### src/rtl/pipe_stage_reg.sv
// Reusable pipeline-stage register with payload valid, flush, bubble insertion
// and saturating stall/bubble performance counters.
module pipe_stage_reg #(
  parameter int unsigned DATA_W      = 64,
  parameter int unsigned STALL_W     = 6,
  parameter int unsigned STAGE_IDX   = 1,
  parameter int unsigned BUBBLE_ZERO = 1,
  parameter int unsigned CNT_W       = 16
) (
  input  logic               clk,
  input  logic               rst,
  input  logic [STALL_W-1:0] stall,
  input  logic               flush,
  input  logic               in_valid,
  input  logic [DATA_W-1:0]  in_data,
  output logic               out_valid,
  output logic [DATA_W-1:0]  out_data,
  output logic               out_flushed,
  input  logic               cnt_clr,
  output logic [CNT_W-1:0]   stall_cnt,
  output logic [CNT_W-1:0]   bubble_cnt
);

  if (STALL_W < 2 || STAGE_IDX > STALL_W - 2) begin : g_bad_stage_idx
    $error("pipe_stage_reg: STAGE_IDX out of range 0..STALL_W-2");
  end

  logic up;
  logic dn;
  logic bubble_ev;
  logic hold_ev;

  always_comb begin
    up        = stall[STAGE_IDX];
    dn        = stall[STAGE_IDX+1];
    bubble_ev = flush | (up & ~dn);
    hold_ev   = ~flush & up & dn;
  end

  always_ff @(posedge clk or negedge rst) begin
    if (!rst) begin
      out_valid   <= 1'b0;
      out_data    <= '0;
      out_flushed <= 1'b0;
    end else begin
      out_flushed <= flush;
      if (bubble_ev) begin
        out_valid <= 1'b0;
        if (BUBBLE_ZERO != 0) begin
          out_data <= '0;
        end
      end else if (!up) begin
        out_valid <= in_valid;
        out_data  <= in_data;
      end
    end
  end

  // Clear has priority over a same-cycle event; counters stick at all-ones.
  always_ff @(posedge clk or negedge rst) begin
    if (!rst) begin
      stall_cnt  <= '0;
      bubble_cnt <= '0;
    end else if (cnt_clr) begin
      stall_cnt  <= '0;
      bubble_cnt <= '0;
    end else begin
      if (hold_ev && stall_cnt != '1) begin
        stall_cnt <= stall_cnt + 1'b1;
      end
      if (bubble_ev && bubble_cnt != '1) begin
        bubble_cnt <= bubble_cnt + 1'b1;
      end
    end
  end

endmodule

### config.mk
export PLATFORM = sky130hd
export DESIGN_NAME = pipe_stage_reg
export DESIGN_NICKNAME = d
export VERILOG_FILES = /design/src/rtl/pipe_stage_reg.sv
export SDC_FILE = /design/constraint.sdc
export NUM_CORES = 1
export LEC_CHECK = 0
export CAP_MARGIN = 20
export CORE_ASPECT_RATIO = 1.4
export CORE_UTILIZATION = 38
export CTS_CLUSTER_SIZE = 10
export DETAILED_ROUTE_END_ITERATION = 10
export PLACE_DENSITY = 0.76
export SETUP_SLACK_MARGIN = 0.4
export SLEW_MARGIN = 20
export SYNTH_ARGS = -nofsm -noshare
export SYNTH_HDL_FRONTEND = slang
export SYNTH_SLANG_ARGS = --single-unit
### constraint.sdc
create_clock -name clk -period 1.9 [get_ports clk]
set_input_delay 0.475 -clock clk [delete_from_list [all_inputs] [get_ports clk]]
set_output_delay 0.475 -clock clk [all_outputs]
set_load 0.02 [all_outputs]
# Word-level counts from Yosys, hierarchy flattened
# Cells that the tools add are included.
# W data, S select, Z words.
# word_totals
register_bits	98
input_bits	75
out_inout_bits	98
word_cells	28
# op_classes
add_sub_neg	2
n_eq_ne	3
mux	8
bitwise	6
reduce_logical	4
# op_table
cell	count
$mux W64	2
$mux W16	4
$add A16 B1 Y16 const B	2
$ne A16 B16 Y1 const B	2
$reduce_bool A2 Y1	2
$and A1 B1 Y1	3
$logic_and A1 B1 Y1	2
$mux W1	2
$ne A2 B1 Y1 const B	1
$not A1 Y1	2
$or A1 B1 Y1	1

# Depth between registers and ports, before layout
# Gate-level depths: netlist of the first run.
# logic_depth
depth_word	6
depth_mapped	7
depth_no_buf	6

# Least setup slack after synthesis of the first run
# No wires, ideal clock.
# synth_timing
path_kind	register to register
from	register stall_cnt[0]
to	register stall_cnt[6]
setup_time_ps	127
t_arrival_ps	1930
required_time_ps	1773
slack_ps	-158
stages_incl_launch_ff	8
path_buffers	1
period_less_slack_ps	2058
cell_sequence	dfrtp_1 > ha_1 > and4_1 > and4_1 > buf_4 > nor3b_2 > and3_1 > mux2_1
# synth_between
elab_chain_len	3
word_cells_on_any_way	6
classes_between	1 x add/sub; 1 x eq/ne; 2 x mux; 2 x reduce/logical
# synth_lines
element	line	rtl
from (decl)	20	output logic [CNT_W-1:0] stall_cnt,
from (signal assigned)	69	stall_cnt <= stall_cnt + 1'b1;
$add A16 B1 Y16 or $ne A16 B16 Y1 (tied branches)	69, 68	
$mux W16 or $logic_and A1 B1 Y1 (tied branches)	68	if (hold_ev && stall_cnt != '1) begin
$mux W16 or $reduce_bool A2 Y1 (tied branches)	--	
# Parallel ways exist; a longest one is shown, timed or not. The select of a mux whose other input is x is not followed.
# A chain may end at the register's enable or synchronous reset.

# Final worst setup path of the first run
# layout_timing
from	register stall_cnt[1]
to	register stall_cnt[6]
# The elaborated chain is that of the path after synthesis.

==> flow_metrics.env, run 1 <==
export IMPL_status="finished clean"
export IMPL_p_per_area_nw_per_um2=688.8
export IMPL_rr_endpoint="stall_cnt[6]$_DFFE_PN0P_"
export IMPL_cts_tree="done"
export IMPL_syn_area_per_cell_um2=11.91
export IMPL_grt_setup_unrepaired="yes"
export IMPL_crit_chain="ha_4, and4_1, and4_4, nor3b_4, and3_4, mux2_4"
export IMPL_final_common_cell="dfrtp_1"
export IMPL_synth_flop_cell="dfrtp_1"
export IMPL_clock_sinks=98
export IMPL_cts_made_buffers=9
export IMPL_post_dp_cell_area_um2=6155
export IMPL_yosysWarnings=0
export IMPL_hpwl_mm=7.907
export IMPL_synth_compound_area_frac=0.1654
export IMPL_grt_overflow_total=0
export IMPL_grt_use_total=0.2180
export IMPL_crit_path_start_kind="flop"
export IMPL_reg2reg_depth=6
export IMPL_fin_crit_ns=1.742
export IMPL_slew_limit_headroom=0.6746
export IMPL_final_cell_mix="dfrtp_1, clkdlybuf4s50_1, a22o_1"
export IMPL_ys_ff_latch=98
export IMPL_synthMuxAreaShare=0.005237
export IMPL_portBuffers=168
export IMPL_start_util=0.3903
export IMPL_path_clk_slew_ns=0.07
export IMPL_first_iter_violations=155
export IMPL_synth_simple_gate_area_frac=0.1463
export IMPL_hold_class="input port to async pin"
export IMPL_path_depth=6
export IMPL_post_drt_wl_per_cell_um=17.11
export IMPL_finalSetupViolCount=0
export IMPL_clock_latency_ns=0.34
export IMPL_async_reset_ff_frac=1.000
export IMPL_netlist_instances=341
export IMPL_die_h_um=124.3
export IMPL_core_area_um2=10410
export IMPL_crit_arrival_ns=1.97
export IMPL_worstSetupPathType="flop to flop"
export IMPL_cts_hold_buffers=0
export IMPL_worst_path_buf_inv=0
export IMPL_slowest_stage="dfrtp_2"
export IMPL_pin_count=173
export IMPL_peakVddDrop_mv=0.4184
export IMPL_synth_xor_area_frac=0.04744
export IMPL_maxCapViolCount=0
export IMPL_drt_wl_total_mm=12.04
export IMPL_fillers=750
export IMPL_grt_pass1_vias=3704
export IMPL_grt_pass1_wl_mm=18.44
export IMPL_endpoint_kind="flop"
export IMPL_grt_max_degree=47
export IMPL_crit_family="simple AND/OR/NAND/NOR gates"
export IMPL_hold_violations=0
export IMPL_syn_to_final_growth_pct=68.36
export IMPL_ff2ff_setup_slack_ns=0.16
export IMPL_row_count=44
export IMPL_drv_slew=0
export IMPL_die_w_um=89.38
export IMPL_syn_area_um2=4061
export IMPL_worst_pin_slew_ns=0.4881
export IMPL_syn_nets=418
export IMPL_max_freq_mhz=574.0
export IMPL_finalNetCount=638
export IMPL_slowest_delay_ns=0.43
export IMPL_drive_gt1_frac=0.4488
export IMPL_dp_cells=645
export IMPL_finalCritPeriodShare=0.9169
export IMPL_final_util=0.6572
export IMPL_cts_root_buffer="clkbuf_16"
export IMPL_r2r_start="stall_cnt[1]$_DFFE_PN0P_"
export IMPL_fin_worst_skew_ns=0.004787
export IMPL_yosysUniqueCellTypes=39
export IMPL_final_antenna_net_count=0
export IMPL_dr_total_vias=3690
export IMPL_h_tree_depth=3
export IMPL_power_leakage_uw=0.003072
export IMPL_ys_seq_area_frac=0.6038
export IMPL_antenna_cells=0
export IMPL_synth_top_family_by_area="compound AO/OA/AOI/OAI gates"
export IMPL_viasPerCell=5.241
export IMPL_cp_required_ns=2.13
export IMPL_gp_congestion=0.8469
export IMPL_synth_adder_area_share=0.006161
export IMPL_hold_slack_ns=0.08966
export IMPL_first_pass_iters=4
export IMPL_final_cell_area_um2=6838
export IMPL_crit_fanout=3
export IMPL_synth_edff_count=0
export IMPL_antenna_found_initial=0
export IMPL_stdcell_count=704
export IMPL_clk_path_buf_depth=2
export IMPL_dieArea_um2=11110
export IMPL_route_detailed_drc=0
[cell usage after synthesis (2+ instances only)]
master	count	area (um^2)
o21ai_0	4	20.02
nor2_1	35	131.4
nand3_1	16	80.08
xnor2_1	15	131.4
and4_1	5	43.79
a21oi_1	5	25.02
dfrtp_1	98	2452
a22o_1	65	569.3
xor2_1	7	61.31
clkbuf_1	11	41.29
and3_1	5	31.28
or3_1	2	12.51
buf_1	5	18.77
ha_1	2	25.02
nor3_1	13	65.06
nor2b_1	3	18.77
nand4_1	7	43.79
nor4_1	7	43.79
nor3b_1	2	15.01
nand2_1	15	56.30
[worst max-delay path by stage]
stage	start	to
2_1_floorplan	stall_cnt[9]$_DFFE_PN0P_	stall_cnt[6]$_DFFE_PN0P_
4_1_cts	stall_cnt[0]$_DFFE_PN0P_	stall_cnt[6]$_DFFE_PN0P_
3_3_place_gp	stall[1]	bubble_cnt[3]$_DFFE_PN0P_
5_1_grt	stall_cnt[1]$_DFFE_PN0P_	stall_cnt[6]$_DFFE_PN0P_
3_5_place_dp	stall[1]	bubble_cnt[3]$_DFFE_PN0P_
6_report	stall_cnt[1]$_DFFE_PN0P_	stall_cnt[6]$_DFFE_PN0P_
[routing by layer]
layer / GRT usage / vias up / part of all wire
met1: 0.2619 / 1812 / 0.40
met5: 0 / - / 0
met2: 0.3597 / 135 / 0.51
li1: - / 1712 / -
met4: 0.1242 / 0 / 0.041
met3: 0.03777 / 31 / 0.052
[state kept, by name, indices dropped and copies added, names as in the netlist]
name	cells
out_data	64
stall_cnt	16
out_flushed	1
out_valid	1
bubble_cnt	16
[logic make-up after synthesis]
logic type                 Yosys count
and+or+nand+nor                    114
buffers and inverters               22
muxes                                2
xor gates and xnor gates            22
DFF                                 98
adders and majority gates            2
AOI/OAI and AO/OA                   81
[what timing repair did]
item / 4_1_cts / 5_1_grt
gates resized for setup: 346 / 49
gates cloned: 0 / 0
pin swaps: 20 / 28
setup buffers: 24 / 19
endpoints found under the setup margin: 195 / 55
[final cells by class]
| type | instances | area, um^2 | share of cell area |
|---|---|---|---|
| flip-flops and latches | 98 | 2484 | 0.3632 |
| repair buffers | 230 | 2013 | 0.2944 |
| multi-input cells | 221 | 1851 | 0.2706 |
| clock buffers | 11 | 252.7 | 0.03696 |
| well taps | 138 | 172.7 | 0.02525 |
| clock inverters | 5 | 61.31 | 0.008966 |
| inverters | 1 | 3.754 | 0.0005489 |
[where the power goes]
part | switching, uW | total (uW) | internal (uW)
sequential | 47.5 | 2210 | 2160
combinational | 300 | 612 | 312
clock | 791 | 1890 | 1100
total | 1140 | 4710 | 3570
[worst reg2reg max path: stages (launching register included)]
cell and delay (ns):
dfrtp_2 0.43, ha_4 0.17, and4_1 0.15, and4_4 0.16, nor3b_4 0.21, and3_4 0.21
mux2_4 0.29
[per-stage QoR]
stage	total power (uW)	setup TNS (ns)	worst slack (ns)
finish	4710	0	0.1578
global route	4885	0	0.1239
CTS	4775	0	0.2007
detailed placement	2880	-5.781	-0.2923
global placement	2866	-4.091	-0.2217
floorplan	2465	0	0.02941
Power figures use the tool's default switching activity.
==> inputs of run 2 (changes only) <==
CORE_UTILIZATION = 40   (was 38)
CTS_BUF_LIST = sky130_fd_sc_hd__clkbuf_2 sky130_fd_sc_hd__clkbuf_4 sky130_fd_sc_hd__clkbuf_8   (was not set)
PLACE_DENSITY = 0.79   (was 0.76)
==> flow_metrics.env, run 2 (synthesized netlist as in run 1, its figures left out) <==
export IMPL_grt_pass1_wl_mm=18.85
export IMPL_final_antenna_net_count=0
export IMPL_fillers=784
export IMPL_grt_use_total=0.2311
export IMPL_antenna_cells=0
export IMPL_first_pass_iters=4
export IMPL_max_freq_mhz=561.4
export IMPL_final_common_cell="buf_2"
export IMPL_finalSetupViolCount=0
export IMPL_worst_pin_slew_ns=0.4488
export IMPL_cts_tree="done"
export IMPL_drv_slew=0
export IMPL_finalNetCount=650
export IMPL_ff2ff_setup_slack_ns=0.12
export IMPL_largest_register="out_data"
export IMPL_endpoint_kind="flop"
export IMPL_drive_gt1_frac=0.4706
export IMPL_hpwl_mm=7.931
export IMPL_cts_made_buffers=9
export IMPL_final_cell_mix="buf_2, dfrtp_1, clkdlybuf4s50_1"
export IMPL_core_area_um2=9899
export IMPL_gp_congestion=0.8057
export IMPL_die_w_um=87.16
export IMPL_crit_arrival_ns=2.04
export IMPL_grt_overflow_total=0
export IMPL_grt_setup_unrepaired="yes"
export IMPL_path_clk_slew_ns=0.10
export IMPL_post_place_ws_ns=-0.3657
export IMPL_r2r_start="stall_cnt[1]$_DFFE_PN0P_"
export IMPL_final_util=0.6778
export IMPL_drt_wl_total_mm=13.07
export IMPL_row_count=43
export IMPL_crit_fanout=3
export IMPL_crit_path_start_kind="flop"
export IMPL_die_h_um=121.2
export IMPL_finalWorstSetupSlack_ns=0.1189
export IMPL_post_drt_wl_per_cell_um=18.33
export IMPL_first_iter_violations=229
export IMPL_clock_sinks=98
export IMPL_antenna_found_initial=0
export IMPL_dr_total_vias=3801
export IMPL_maxCapViolCount=0
export IMPL_status="finished clean"
export IMPL_route_detailed_drc=0
export IMPL_fin_setup_tns_ns=0
export IMPL_power_leakage_uw=0.003234
export IMPL_p_per_area_nw_per_um2=648.9
export IMPL_fin_worst_skew_ns=0.01334
export IMPL_dieArea_um2=10570
export IMPL_start_util=0.4103
export IMPL_hold_slack_ns=0.008759
export IMPL_cts_root_buffer="clkbuf_8"
export IMPL_top_regs="out_data: 64 flops, bubble_cnt: 16 flops, stall_cnt: 16 flops"
export IMPL_portBuffers=168
export IMPL_hold_violations=0
export IMPL_fin_crit_ns=1.781
export IMPL_clk_path_buf_depth=2
export IMPL_hold_class="input port to async pin"
export IMPL_viasPerCell=5.331
export IMPL_reg2reg_depth=6
export IMPL_clock_latency_ns=0.37
export IMPL_grt_max_degree=50
export IMPL_worstSetupPathType="flop to flop"
export IMPL_cp_required_ns=2.16
export IMPL_grt_pass1_vias=3754
export IMPL_slew_limit_headroom=0.6998
export IMPL_pin_count=173
export IMPL_syn_to_final_growth_pct=65.22
export IMPL_rr_endpoint="stall_cnt[6]$_DFFE_PN0P_"
export IMPL_h_tree_depth=3
export IMPL_largest_reg_flops=64
export IMPL_peakVddDrop_mv=0.3983
export IMPL_finalCritPeriodShare=0.9374
## run 2: cell count changes in the layout (fill, tap and decap cells not counted), moves of 9 or more
cell             delta
buf_2              +56
clkbuf_16           -9
clkbuf_8            +9
buf_6              +12
clkbuf_2           -16
clkdlybuf4s15_2    -43
## run 2: through the flow
stage | total power [uW] | instances | area (um^2)
after detailed placement | 2875 | 641 | 6143
after floorplan | 2465 | 341 | 4208
after global routing | 4530 | 713 | 6710
after CTS | 4396 | 695 | 6523
final | 4354 | 713 | 6710
after global placement | 2860 | 641 | 6143
## run 2: how the worst max path moves through the flow
stage	slack, ns	end	cells past startpoint	from
CTS	0.19	bubble_cnt[2]	1	bubble_cnt[2]$_DFFE_PN0P_
finish	0.12	stall_cnt[6]$_DFFE_PN0P_	6	stall_cnt[1]$_DFFE_PN0P_
detailed placement	-0.37	bubble_cnt[9]$_DFFE_PN0P_	6	stall[1]
floorplan	0.03	stall_cnt[6]$_DFFE_PN0P_	7	stall_cnt[9]$_DFFE_PN0P_
global route	0.09	stall_cnt[6]$_DFFE_PN0P_	6	stall_cnt[1]$_DFFE_PN0P_
global placement	-0.30	bubble_cnt[3]$_DFFE_PN0P_	5	stall[1]
## run 2: per-layer routing
| metal | wire length, um | share of wire | up-vias | global-route usage |
|---|---|---|---|---|
| li1 | - | - | 1722 | - |
| met1 | 5035 | 0.39 | 1887 | 0.2786 |
| met2 | 6871 | 0.53 | 153 | 0.3878 |
| met3 | 671 | 0.051 | 39 | 0.04966 |
| met4 | 488 | 0.037 | 0 | 0.1137 |
| met5 | 0 | 0 | - | 0 |
## run 2: where the power goes
group | internal, uW | switching, uW | total, uW
Sequential | 2160 | 44.6 | 2200
Clock | 821 | 725 | 1550
Combinational | 297 | 309 | 606
Total | 3280 | 1080 | 4350
## run 2: area by class of cell
class,count,area [um^2],area share
inverter,1,7.507,0.001119
tap,135,168.9,0.02517
multi-input combinational,221,1919,0.2860
sequential,98,2484,0.3701
clock inverter,5,86.33,0.01287
clock buffer,11,151.4,0.02256
timing repair buffer,242,1893,0.2821
## run 2: timing repair
action | CTS | global route
setup buffers | 38 | 18
pin swaps | 27 | 39
resized for setup | 409 | 78
hold buffers | 0 | 0
setup endpoints to repair | 194 | 67
## run 2: critical path, stage by stage, from the launching register on
cell and delay, ns:
dfrtp_2 0.46, ha_4 0.17, and4_1 0.15, and4_4 0.16, nor3b_4 0.22, and3_4 0.22
mux2_4 0.29
==> inputs of run 3 (changes only) <==
SETUP_SLACK_MARGIN = not set   (was 0.4)
==> flow_metrics.env, run 3 (synthesized netlist as in run 1, its figures left out) <==
export IMPL_status="finished clean"
export IMPL_drive_gt1_frac=0.1011
export IMPL_worst_pin_slew_ns=0.5583
export IMPL_post_cts_buffers=0
export IMPL_reg2reg_depth=6
export IMPL_path_depth=1
export IMPL_syn_to_final_growth_pct=54.34
export IMPL_worstSetupPathType="flop to output pin"
export IMPL_start_util=0.4103
export IMPL_fin_worst_skew_ns=0.008617
export IMPL_drv_slew=0
export IMPL_slowest_stage="clkdlybuf4s50_1"
export IMPL_grt_overflow_total=0
export IMPL_critPathCapture="bubble_cnt[14]"
export IMPL_final_seq_area_um2=2457
export IMPL_finalSetupViolCount=0
export IMPL_slowest_delay_ns=0.61
export IMPL_slew_limit_headroom=0.6270
export IMPL_first_pass_iters=4
export IMPL_crit_fanout=4
export IMPL_top_regs="out_data: 64 flops, bubble_cnt: 16 flops, stall_cnt: 16 flops"
export IMPL_peakVddDrop_mv=0.3987
export IMPL_path_clk_slew_ns=0.09
export IMPL_h_tree_depth=3
export IMPL_cp_required_ns=1.42
export IMPL_row_count=43
export IMPL_multi_input_area_um2=1558
export IMPL_r2r_start="stall_cnt[1]$_DFFE_PN0P_"
export IMPL_fin_crit_ns=1.848
export IMPL_worst_path_buf_inv=1
export IMPL_die_h_um=121.2
export IMPL_antenna_cells=0
export IMPL_core_area_um2=9899
export IMPL_dieArea_um2=10570
export IMPL_endpoint_kind="output pin"
export IMPL_fillers=805
export IMPL_crit_chain="clkdlybuf4s50_1"
export IMPL_grt_use_total=0.2050
export IMPL_dr_total_vias=3468
export IMPL_maxCapViolCount=0
export IMPL_crit_arrival_ns=1.37
export IMPL_hpwl_mm=7.249
export IMPL_crit_family="buffers and inverters"
export IMPL_stdcell_count=659
export IMPL_final_common_cell="clkdlybuf4s50_1"
export IMPL_finalCritPeriodShare=0.9727
export IMPL_power_leakage_uw=0.002876
export IMPL_first_iter_violations=95
export IMPL_die_w_um=87.16
export IMPL_cts_hold_buffers=0
export IMPL_clock_sinks=98
export IMPL_final_cell_area_um2=6269
export IMPL_p_per_area_nw_per_um2=688.0
export IMPL_ff2ff_setup_slack_ns=0.10
export IMPL_drt_wl_total_mm=10.35
export IMPL_largest_register="out_data"
export IMPL_max_freq_mhz=541.1
export IMPL_finalNetCount=596
export IMPL_crit_path_start_kind="flop"
export IMPL_clk_path_buf_depth=2
export IMPL_route_detailed_drc=0
export IMPL_final_cell_mix="clkdlybuf4s50_1, dfrtp_1, a22o_1"
export IMPL_portBuffers=168
export IMPL_viasPerCell=5.263
export IMPL_hold_class="input port to async pin"
export IMPL_grt_pass1_wl_mm=16.61
export IMPL_worstSetupStartpoint="bubble_cnt[14]$_DFFE_PN0P_"
export IMPL_antenna_found_initial=0
export IMPL_cts_made_buffers=9
export IMPL_largest_reg_flops=64
export IMPL_dp_cells=643
export IMPL_rr_endpoint="stall_cnt[6]$_DFFE_PN0P_"
export IMPL_hold_violations=0
export IMPL_post_drt_wl_per_cell_um=15.70
export IMPL_cts_repair_resized=25
export IMPL_grt_setup_unrepaired="yes"
export IMPL_grt_pass1_vias=3452
export IMPL_post_dp_cell_area_um2=6033
export IMPL_final_antenna_net_count=0
export IMPL_clock_latency_ns=0.36
export IMPL_pin_count=173
export IMPL_grt_max_degree=99
export IMPL_cts_tree="done"
export IMPL_gp_congestion=0.8570
export IMPL_cts_root_buffer="clkbuf_8"
## run 3: changes by cell type in the layout (fill, tap and decap cells not counted), moves of 9 or more
| cell | previous run | this run |
|---|---|---|
| buf_2 | 89 | 0 |
| clkdlybuf4s50_1 | 66 | 135 |
| buf_4 | 60 | 18 |
| dlygate4sd2_1 | 0 | 25 |
| dfrtp_1 | 73 | 94 |
| dfrtp_2 | 25 | 4 |
| buf_6 | 16 | 0 |
| nor3_1 | 4 | 13 |
## run 3: metrics by stage
step	hold WS, ns	utilization	setup slack, ns	total power [uW]	setup TNS [ns]
5_1_grt	0.1952	0.6332	-0.003752	4483	-0.007067
4_1_cts	0.1694	0.6293	0.004874	4370	0
6_report	0.1203	0.6332	0.05196	4312	0
2_1_floorplan	0.1794	-	0.02887	2458	0
3_5_place_dp	0.4907	0.6095	-0.3625	2859	-7.698
3_3_place_gp	0.4880	0.6095	-0.3179	2846	-5.092
## run 3: final cells by class
| type | count | area share |
|---|---|---|
| sequential | 98 | 0.3920 |
| timing repair buffer | 188 | 0.2956 |
| multi-input combinational | 221 | 0.2485 |
| tap | 135 | 0.02695 |
| clock buffer | 12 | 0.02435 |
| clock inverter | 4 | 0.01198 |
| inverter | 1 | 0.0005988 |
## run 3: where the power goes
| group | switching (uW) | internal [uW] |
|---|---|---|
| registers | 47.2 | 2160 |
| logic | 278 | 327 |
| clock network | 695 | 808 |
## run 3: routing by layer
| layer | GRT usage | wire (um) | share of wire |
|---|---|---|---|
| met1 | 0.2472 | 4104 | 0.40 |
| met2 | 0.3386 | 5201 | 0.50 |
| met3 | 0.04150 | 667 | 0.064 |
| met4 | 0.1158 | 374 | 0.036 |
| met5 | 0 | 0 | 0 |
## run 3: how the worst min path moves through the flow
| stage | from | end | cells past startpoint |
|---|---|---|---|
| after floorplan | rst | bubble_cnt[0]$_DFFE_PN0P_ | 0 |
| after global placement | out_data[6]$_DFFE_PN0P_ | out_data[6]$_DFFE_PN0P_ | 1 |
| after detailed placement | out_data[0]$_DFFE_PN0P_ | out_data[0]$_DFFE_PN0P_ | 1 |
| after CTS | rst | bubble_cnt[11]$_DFFE_PN0P_ | 2 |
| after global routing | rst | bubble_cnt[13]$_DFFE_PN0P_ | 2 |
| final | rst | bubble_cnt[11]$_DFFE_PN0P_ | 2 |
